## src/rtl/cpu_bus_pkg.sv

```systemverilog
// rtl/cpu_bus_pkg.sv - shared frame constants and types for both ends of the byte-serial CPU bus
package cpu_bus_pkg;

  localparam int FRAME_LEN  = 18;
  localparam int NBYTES     = 8;
  localparam int WORD_W     = 8 * NBYTES;
  localparam int SLOT_W     = 5;
  localparam int FLAG_WRITE = 0;

  localparam logic [SLOT_W-1:0] SLOT_ADDR0 = 5'd1;
  localparam logic [SLOT_W-1:0] SLOT_FLAG  = 5'd9;
  localparam logic [SLOT_W-1:0] SLOT_RD0   = 5'd10;
  localparam logic [SLOT_W-1:0] SLOT_LAST  = 5'd17;

  typedef enum logic {
    ST_IDLE = 1'b0,
    ST_REQ  = 1'b1
  } req_state_e;

endpackage

```

## src/rtl/cpu_bus_bridge_target_if.sv

```systemverilog
// rtl/cpu_bus_bridge_target_if.sv - pin lanes and parallel memory port of the bridge target
interface cpu_bus_bridge_target_if;
  import cpu_bus_pkg::*;

  logic [7:0]        pin_addr;
  logic [7:0]        pin_data_in;
  logic [7:0]        pin_data_out;
  logic [7:0]        pin_data_oe;
  logic              mem_req;
  logic              mem_we;
  logic [WORD_W-1:0] mem_addr;
  logic [WORD_W-1:0] mem_wdata;
  logic [WORD_W-1:0] mem_rdata;
  logic              mem_ack;

  modport slave (
    input  pin_addr, pin_data_in, mem_rdata, mem_ack,
    output pin_data_out, pin_data_oe, mem_req, mem_we, mem_addr, mem_wdata
  );

  modport master (
    output pin_addr, pin_data_in, mem_rdata, mem_ack,
    input  pin_data_out, pin_data_oe, mem_req, mem_we, mem_addr, mem_wdata
  );

endinterface

```

## src/rtl/bus_slot_counter.sv

```systemverilog
// rtl/bus_slot_counter.sv - mod-FRAME_LEN slot counter, aligned to the host by the shared reset
module bus_slot_counter
  import cpu_bus_pkg::*;
(
  input  logic              clk,
  input  logic              rst_n,
  output logic [SLOT_W-1:0] slot
);

  logic [SLOT_W-1:0] slot_q;
  logic [SLOT_W-1:0] slot_d;

  always_comb begin
    slot_d = slot_q + 1'b1;
    if (slot_q == SLOT_W'(FRAME_LEN - 1)) begin
      slot_d = '0;
    end
  end

  always_ff @(posedge clk or negedge rst_n) begin
    if (!rst_n) begin
      slot_q <= '0;
    end else begin
      slot_q <= slot_d;
    end
  end

  assign slot = slot_q;

endmodule

```

## src/rtl/cpu_bus_bridge_target.sv

```systemverilog
// rtl/cpu_bus_bridge_target.sv - memory-side endpoint: deserialise frame, run one req/ack, serialise read data
module cpu_bus_bridge_target
  import cpu_bus_pkg::*;
(
  input  logic                     clk,
  input  logic                     rst_n,
  cpu_bus_bridge_target_if.slave   bus,
  input  logic                     err_clr,
  output logic                     late_err,
  output logic                     timeout_err
);

  logic [SLOT_W-1:0] slot;

  bus_slot_counter u_slot_counter (
    .clk   (clk),
    .rst_n (rst_n),
    .slot  (slot)
  );

  req_state_e        state_q, state_d;
  logic [WORD_W-1:0] addr_q, addr_d;
  logic [WORD_W-1:0] wdata_q, wdata_d;
  logic [WORD_W-1:0] rdata_q, rdata_d;
  logic              we_q, we_d;
  logic              rd_valid_q, rd_valid_d;
  logic              late_q, late_d;
  logic              timeout_q, timeout_d;

  logic              ack_take;
  logic [2:0]        cap_idx;
  logic [2:0]        rd_idx;
  logic [WORD_W-1:0] rd_src;

  assign ack_take = (state_q == ST_REQ) && bus.mem_ack;
  assign cap_idx  = 3'(slot - SLOT_ADDR0);
  assign rd_idx   = 3'(slot - SLOT_RD0);

  always_comb begin
    state_d    = state_q;
    addr_d     = addr_q;
    wdata_d    = wdata_q;
    rdata_d    = rdata_q;
    we_d       = we_q;
    rd_valid_d = rd_valid_q;
    late_d     = err_clr ? 1'b0 : late_q;
    timeout_d  = err_clr ? 1'b0 : timeout_q;

    if (slot >= SLOT_ADDR0 && slot < SLOT_FLAG) begin
      addr_d[{cap_idx, 3'b000} +: 8]  = bus.pin_addr;
      wdata_d[{cap_idx, 3'b000} +: 8] = bus.pin_data_in;
    end

    case (state_q)
      ST_IDLE: begin
        if (slot == SLOT_FLAG) begin
          we_d       = bus.pin_addr[FLAG_WRITE];
          rd_valid_d = 1'b0;
          state_d    = ST_REQ;
        end
      end
      ST_REQ: begin
        // An ack in the last slot still completes the transaction rather than timing out.
        if (bus.mem_ack) begin
          state_d = ST_IDLE;
          if (!we_q) begin
            rdata_d    = bus.mem_rdata;
            rd_valid_d = 1'b1;
            if (slot > SLOT_RD0) begin
              late_d = 1'b1;
            end
          end
        end else if (slot == SLOT_LAST) begin
          state_d   = ST_IDLE;
          timeout_d = 1'b1;
        end
      end
      default: state_d = ST_IDLE;
    endcase
  end

  always_ff @(posedge clk or negedge rst_n) begin
    if (!rst_n) begin
      state_q    <= ST_IDLE;
      addr_q     <= '0;
      wdata_q    <= '0;
      rdata_q    <= '0;
      we_q       <= 1'b0;
      rd_valid_q <= 1'b0;
      late_q     <= 1'b0;
      timeout_q  <= 1'b0;
    end else begin
      state_q    <= state_d;
      addr_q     <= addr_d;
      wdata_q    <= wdata_d;
      rdata_q    <= rdata_d;
      we_q       <= we_d;
      rd_valid_q <= rd_valid_d;
      late_q     <= late_d;
      timeout_q  <= timeout_d;
    end
  end

  // Zero-wait bypass lets byte 0 go out in the same slot the memory acks.
  always_comb begin
    rd_src           = '0;
    bus.pin_data_out = 8'h00;
    bus.pin_data_oe  = 8'h00;
    if (ack_take) begin
      rd_src = bus.mem_rdata;
    end else if (rd_valid_q) begin
      rd_src = rdata_q;
    end
    if (slot >= SLOT_RD0 && !we_q) begin
      bus.pin_data_oe  = 8'hFF;
      bus.pin_data_out = rd_src[{rd_idx, 3'b000} +: 8];
    end
  end

  assign bus.mem_req   = (state_q == ST_REQ);
  assign bus.mem_we    = we_q;
  assign bus.mem_addr  = addr_q;
  assign bus.mem_wdata = wdata_q;
  assign late_err      = late_q;
  assign timeout_err   = timeout_q;

endmodule

```

## src/flat_wrapper.sv

```systemverilog
// flat-port wrapper written by rule: the top's interface ports become plain ports
module cpu_bus_bridge_target_flat import cpu_bus_pkg::*;
  (clk, rst_n, err_clr, late_err, timeout_err, bus_pin_addr, bus_pin_data_in, bus_mem_rdata, bus_mem_ack, bus_pin_data_out, bus_pin_data_oe, bus_mem_req, bus_mem_we, bus_mem_addr, bus_mem_wdata);
  cpu_bus_bridge_target_if bus_i ();
  input  logic clk;
  input  logic rst_n;
  input  logic err_clr;
  output logic late_err;
  output logic timeout_err;
  input wire logic [$bits(bus_i.pin_addr)-1:0] bus_pin_addr;
  input wire logic [$bits(bus_i.pin_data_in)-1:0] bus_pin_data_in;
  input wire logic [$bits(bus_i.mem_rdata)-1:0] bus_mem_rdata;
  input wire logic [$bits(bus_i.mem_ack)-1:0] bus_mem_ack;
  output wire logic [$bits(bus_i.pin_data_out)-1:0] bus_pin_data_out;
  output wire logic [$bits(bus_i.pin_data_oe)-1:0] bus_pin_data_oe;
  output wire logic [$bits(bus_i.mem_req)-1:0] bus_mem_req;
  output wire logic [$bits(bus_i.mem_we)-1:0] bus_mem_we;
  output wire logic [$bits(bus_i.mem_addr)-1:0] bus_mem_addr;
  output wire logic [$bits(bus_i.mem_wdata)-1:0] bus_mem_wdata;
  assign bus_i.pin_addr = bus_pin_addr;
  assign bus_i.pin_data_in = bus_pin_data_in;
  assign bus_i.mem_rdata = bus_mem_rdata;
  assign bus_i.mem_ack = bus_mem_ack;
  assign bus_pin_data_out = bus_i.pin_data_out;
  assign bus_pin_data_oe = bus_i.pin_data_oe;
  assign bus_mem_req = bus_i.mem_req;
  assign bus_mem_we = bus_i.mem_we;
  assign bus_mem_addr = bus_i.mem_addr;
  assign bus_mem_wdata = bus_i.mem_wdata;
  cpu_bus_bridge_target u_core (.clk(clk), .rst_n(rst_n), .bus(bus_i), .err_clr(err_clr), .late_err(late_err), .timeout_err(timeout_err));
endmodule
```

## config.mk

```make
export PLATFORM = sky130hd
export DESIGN_NAME = cpu_bus_bridge_target_flat
export DESIGN_NICKNAME = d
export VERILOG_FILES = /design/src/rtl/cpu_bus_pkg.sv /design/src/rtl/cpu_bus_bridge_target_if.sv /design/src/rtl/bus_slot_counter.sv /design/src/rtl/cpu_bus_bridge_target.sv /design/src/flat_wrapper.sv
export SDC_FILE = /design/constraint.sdc
export NUM_CORES = 1
export LEC_CHECK = 0
export ABC_CLOCK_PERIOD_IN_PS = 8500
export CAP_MARGIN = 20
export CORE_UTILIZATION = 45
export CTS_BUF_LIST = sky130_fd_sc_hd__clkbuf_4
export CTS_CLUSTER_SIZE = 40
export DETAILED_ROUTE_END_ITERATION = 10
export DONT_BUFFER_PORTS = 1
export SYNTH_ARGS = -nofsm -noshare
export SYNTH_HDL_FRONTEND = slang
export SYNTH_SLANG_ARGS = --single-unit
```

## constraint.sdc

```tcl
create_clock -name clk -period 8.5 [get_ports clk]
set_input_delay 1.275 -clock clk [delete_from_list [all_inputs] [get_ports clk]]
set_output_delay 1.275 -clock clk [all_outputs]
set_load 0.1 [all_outputs]
```

==> flow_summary.yaml <==
clocking:
  clock-sinks: 202
  clockBufferDepth: 3
  cts_resized: 0
  cts_hold_buf: 0
  cts_made_buffers: 56
  post_cts_buffers: 0
  root_buffer: "clkbuf_4"
  clk_pin_slew_ns: 0.06
  clock_latency_ns: 0.68
  cts_tree: "built"
  h-tree-depth: 2
synthesis:
  netlist_top_cells_area: "dfrtp_1, mux2_2, mux2i_1, and2_1, o22ai_1"
  syn_area_per_cell_um2: 13.7
  ys_warn_count: 0
  yosys.area.top_type: "dfrtp_1"
  synth.top_cell.area_share: 0.534
  synth_flop_cell: "dfrtp_1"
  ys_types: 39
  synth_edf_count: 0
  syn_inst: 690
  syn-num-nets: 785
  ys_ff_latch: 202
  async_flop_share: 1.00
  syn_area_um2: 9470
  seq_area_frac_synth: 0.534
timing:
  period_share: 0.634
  rsz0062_at_grt: "false"
  hold_violations: 0
  fmax_mhz: 185
  tightestPinTransition_ns: 1.17
  slew_headroom: 0.223
  slew_viol_final: 0
  setup-tns-final_ns: 0
  min_period_ns: 5.39
  finalSetupViolations: 0
  worst_clock_skew_ns: 0.0565
pwr:
  power_density_nw_per_um2: 228
  p_leak_uw: 0.00496
  vdd_drop_max_uv: 133
setup_path:
  path_buf_inv: 1
  crit_cells: 7
  crit_chain: "inv_1 > ha_1 > nand2b_1 > a311o_1 > nor3b_1 > a22oi_1 > nand2_1"
  reg2reg_depth: 7
  crit_required_ns: 7.22
  crit_arrival_ns: 4.12
  startpoint_type: "flip-flop"
  critPathMaxFanout: 27
  path_class: "flip-flop to output port"
  cpPeakStageDelay_ns: 0.81
  critPathCaptureType: "output port"
  timing.critical_path.slowest_stage_cell: "nor3b_1"
  cp_top_family: "simple AND/OR/NAND/NOR gates"
layout:
  layout-drive-gt1-share: 0.396
  final_core_util: 0.508
  syn2layout_area_growth_pct: 9.54
  fin_nets: 807
  stdcell_count: 1027
  mostFrequentLayoutCell: "dfrtp_1"
  layout_common_cells: "dfrtp_1, mux2_2, clkbuf_4"
placed_design:
  dpl.hpwl_um: 16100
  io_buffer_count: 0
  dp.cells: 921
  gp_congestion: 0.896
global_routing:
  antenna_found_initial: 1
  grt_max_degree: 203
  grt-ovfl-total: 0
  grt_pass1_wl_um: 35700
  grt_pass1_vias: 6200
  track_usage: 0.214
floorplanning:
  die_h_um: 147
  core-area_um2: 20400
  core.rowCount: 52
  initial_utilization: 0.464
  io_pins: 232
  die_x_um: 147
  die_area_um2: 21600
routing:
  ant_nets: 0
  firstDrtPassIters: 4
  vias: 5681
  drtIter0Drc: 274
  drcViolationCount: 0
  via_per_inst: 5.53
  wirelength_um: 22800
  wire_per_inst_um: 22.2
run:
  drv_cap: 0
outcome:
  status: "complete, no violations"
min_path:
  hp-class: "input port to asynchronous set/reset pin"
-- per-stage QoR --
step | area (um^2) | power (uW) | setup slack, ns | hold WS, ns
after global routing | 10400 | 2470 | 2.78 | 0.218
after floorplan | 9470 | 1470 | 4.41 | 0.479
after detailed placement | 9590 | 1510 | 2.99 | 0.493
after global placement | 9590 | 1500 | 3.30 | 0.486
final | 10400 | 2370 | 3.11 | 0.292
after CTS | 10300 | 2400 | 2.44 | 0.224
-- where the power goes --
part           switching (uW)  internal (uW)  total [uW]
Combinational            87.8           81.4         169
Sequential                289           1040        1320
Clock                     404            474         877
Total                     781           1590        2370
-- routing by layer --
layer	vias up	routed length, um	global-route usage
met4	0	490	0.0758
met1	2871	9610	0.273
met2	221	10600	0.333
met3	36	2130	0.0817
met5	-	0	0
li1	2553	-	-
-- cells by family (layout without fill, tap and decap cells) --
logic type                 Yosys count  in the layout  synth area share
AOI/OAI and AO/OA                   59             59            0.0453
xor gates and xnor gates             3              3           0.00357
adders and majority gates           11             11            0.0145
buffers and inverters               57            122            0.0325
DFF                                202            202             0.534
muxes                              257            257             0.300
other                                0              2                 0
and+or+nand+nor                    101            101            0.0704
-- Yosys cell counts (2+ instances only) --
| library cell | number |
|---|---|
| buf_6 | 3 |
| dfrtp_1 | 202 |
| nor2b_1 | 2 |
| buf_4 | 13 |
| inv_1 | 16 |
| nor2_1 | 8 |
| and2_1 | 48 |
| mux2_2 | 173 |
| nand2_1 | 24 |
| o22ai_1 | 33 |
| a21oi_1 | 2 |
| buf_2 | 5 |
| nor3_1 | 4 |
| nand4b_4 | 3 |
| ha_1 | 11 |
| nand4_4 | 4 |
| nand2b_1 | 3 |
| mux2_4 | 10 |
| xnor2_1 | 2 |
| mux2_1 | 3 |
| a22oi_1 | 16 |
| clkbuf_1 | 18 |
| mux2i_1 | 71 |
-- state kept, by name, indices dropped and copies added (netlist names) --
| signal | cells |
|---|---|
| u_core.u_slot_counter.slot | 5 |
| u_core.bus.mem_we | 1 |
| u_core.rdata_q | 64 |
| u_core.bus.mem_addr | 64 |
| u_core.rd_valid_q | 1 |
| u_core.late_err | 1 |
| u_core.bus.mem_wdata | 64 |
| u_core.timeout_err | 1 |
| u_core.bus.mem_req | 1 |
-- layout make-up --
cell class	count	area, um^2
Fill cell	1787	10100
Sequential cell	202	5060
Multi-Input combinational cell	431	4120
Clock buffer	89	668
Tap cell	270	338
Inverter	16	67.6
Timing Repair Buffer	5	63.8
Clock inverter	12	60.1
Antenna cell	2	5.00
-- final timing paths --
path / startpoint / end / slack (ns)
worst max-delay path: u_core.u_slot_counter.slot[0] / bus_pin_data_out[5] / 3.11
max in group asynchronous: rst_n / u_core.u_slot_counter.slot[0] / 7.82
worst min register to register: u_core.rdata_q[51] / u_core.rdata_q[51] / 0.51
worst min-delay path: rst_n / u_core.bus.mem_wdata[60] / 0.29
worst max register to register: u_core.u_slot_counter.slot[0] / u_core.bus.mem_addr[5] / 5.03
min in group clk: u_core.rdata_q[51] / u_core.rdata_q[51] / 0.51
(Power assumes the default switching activity.)
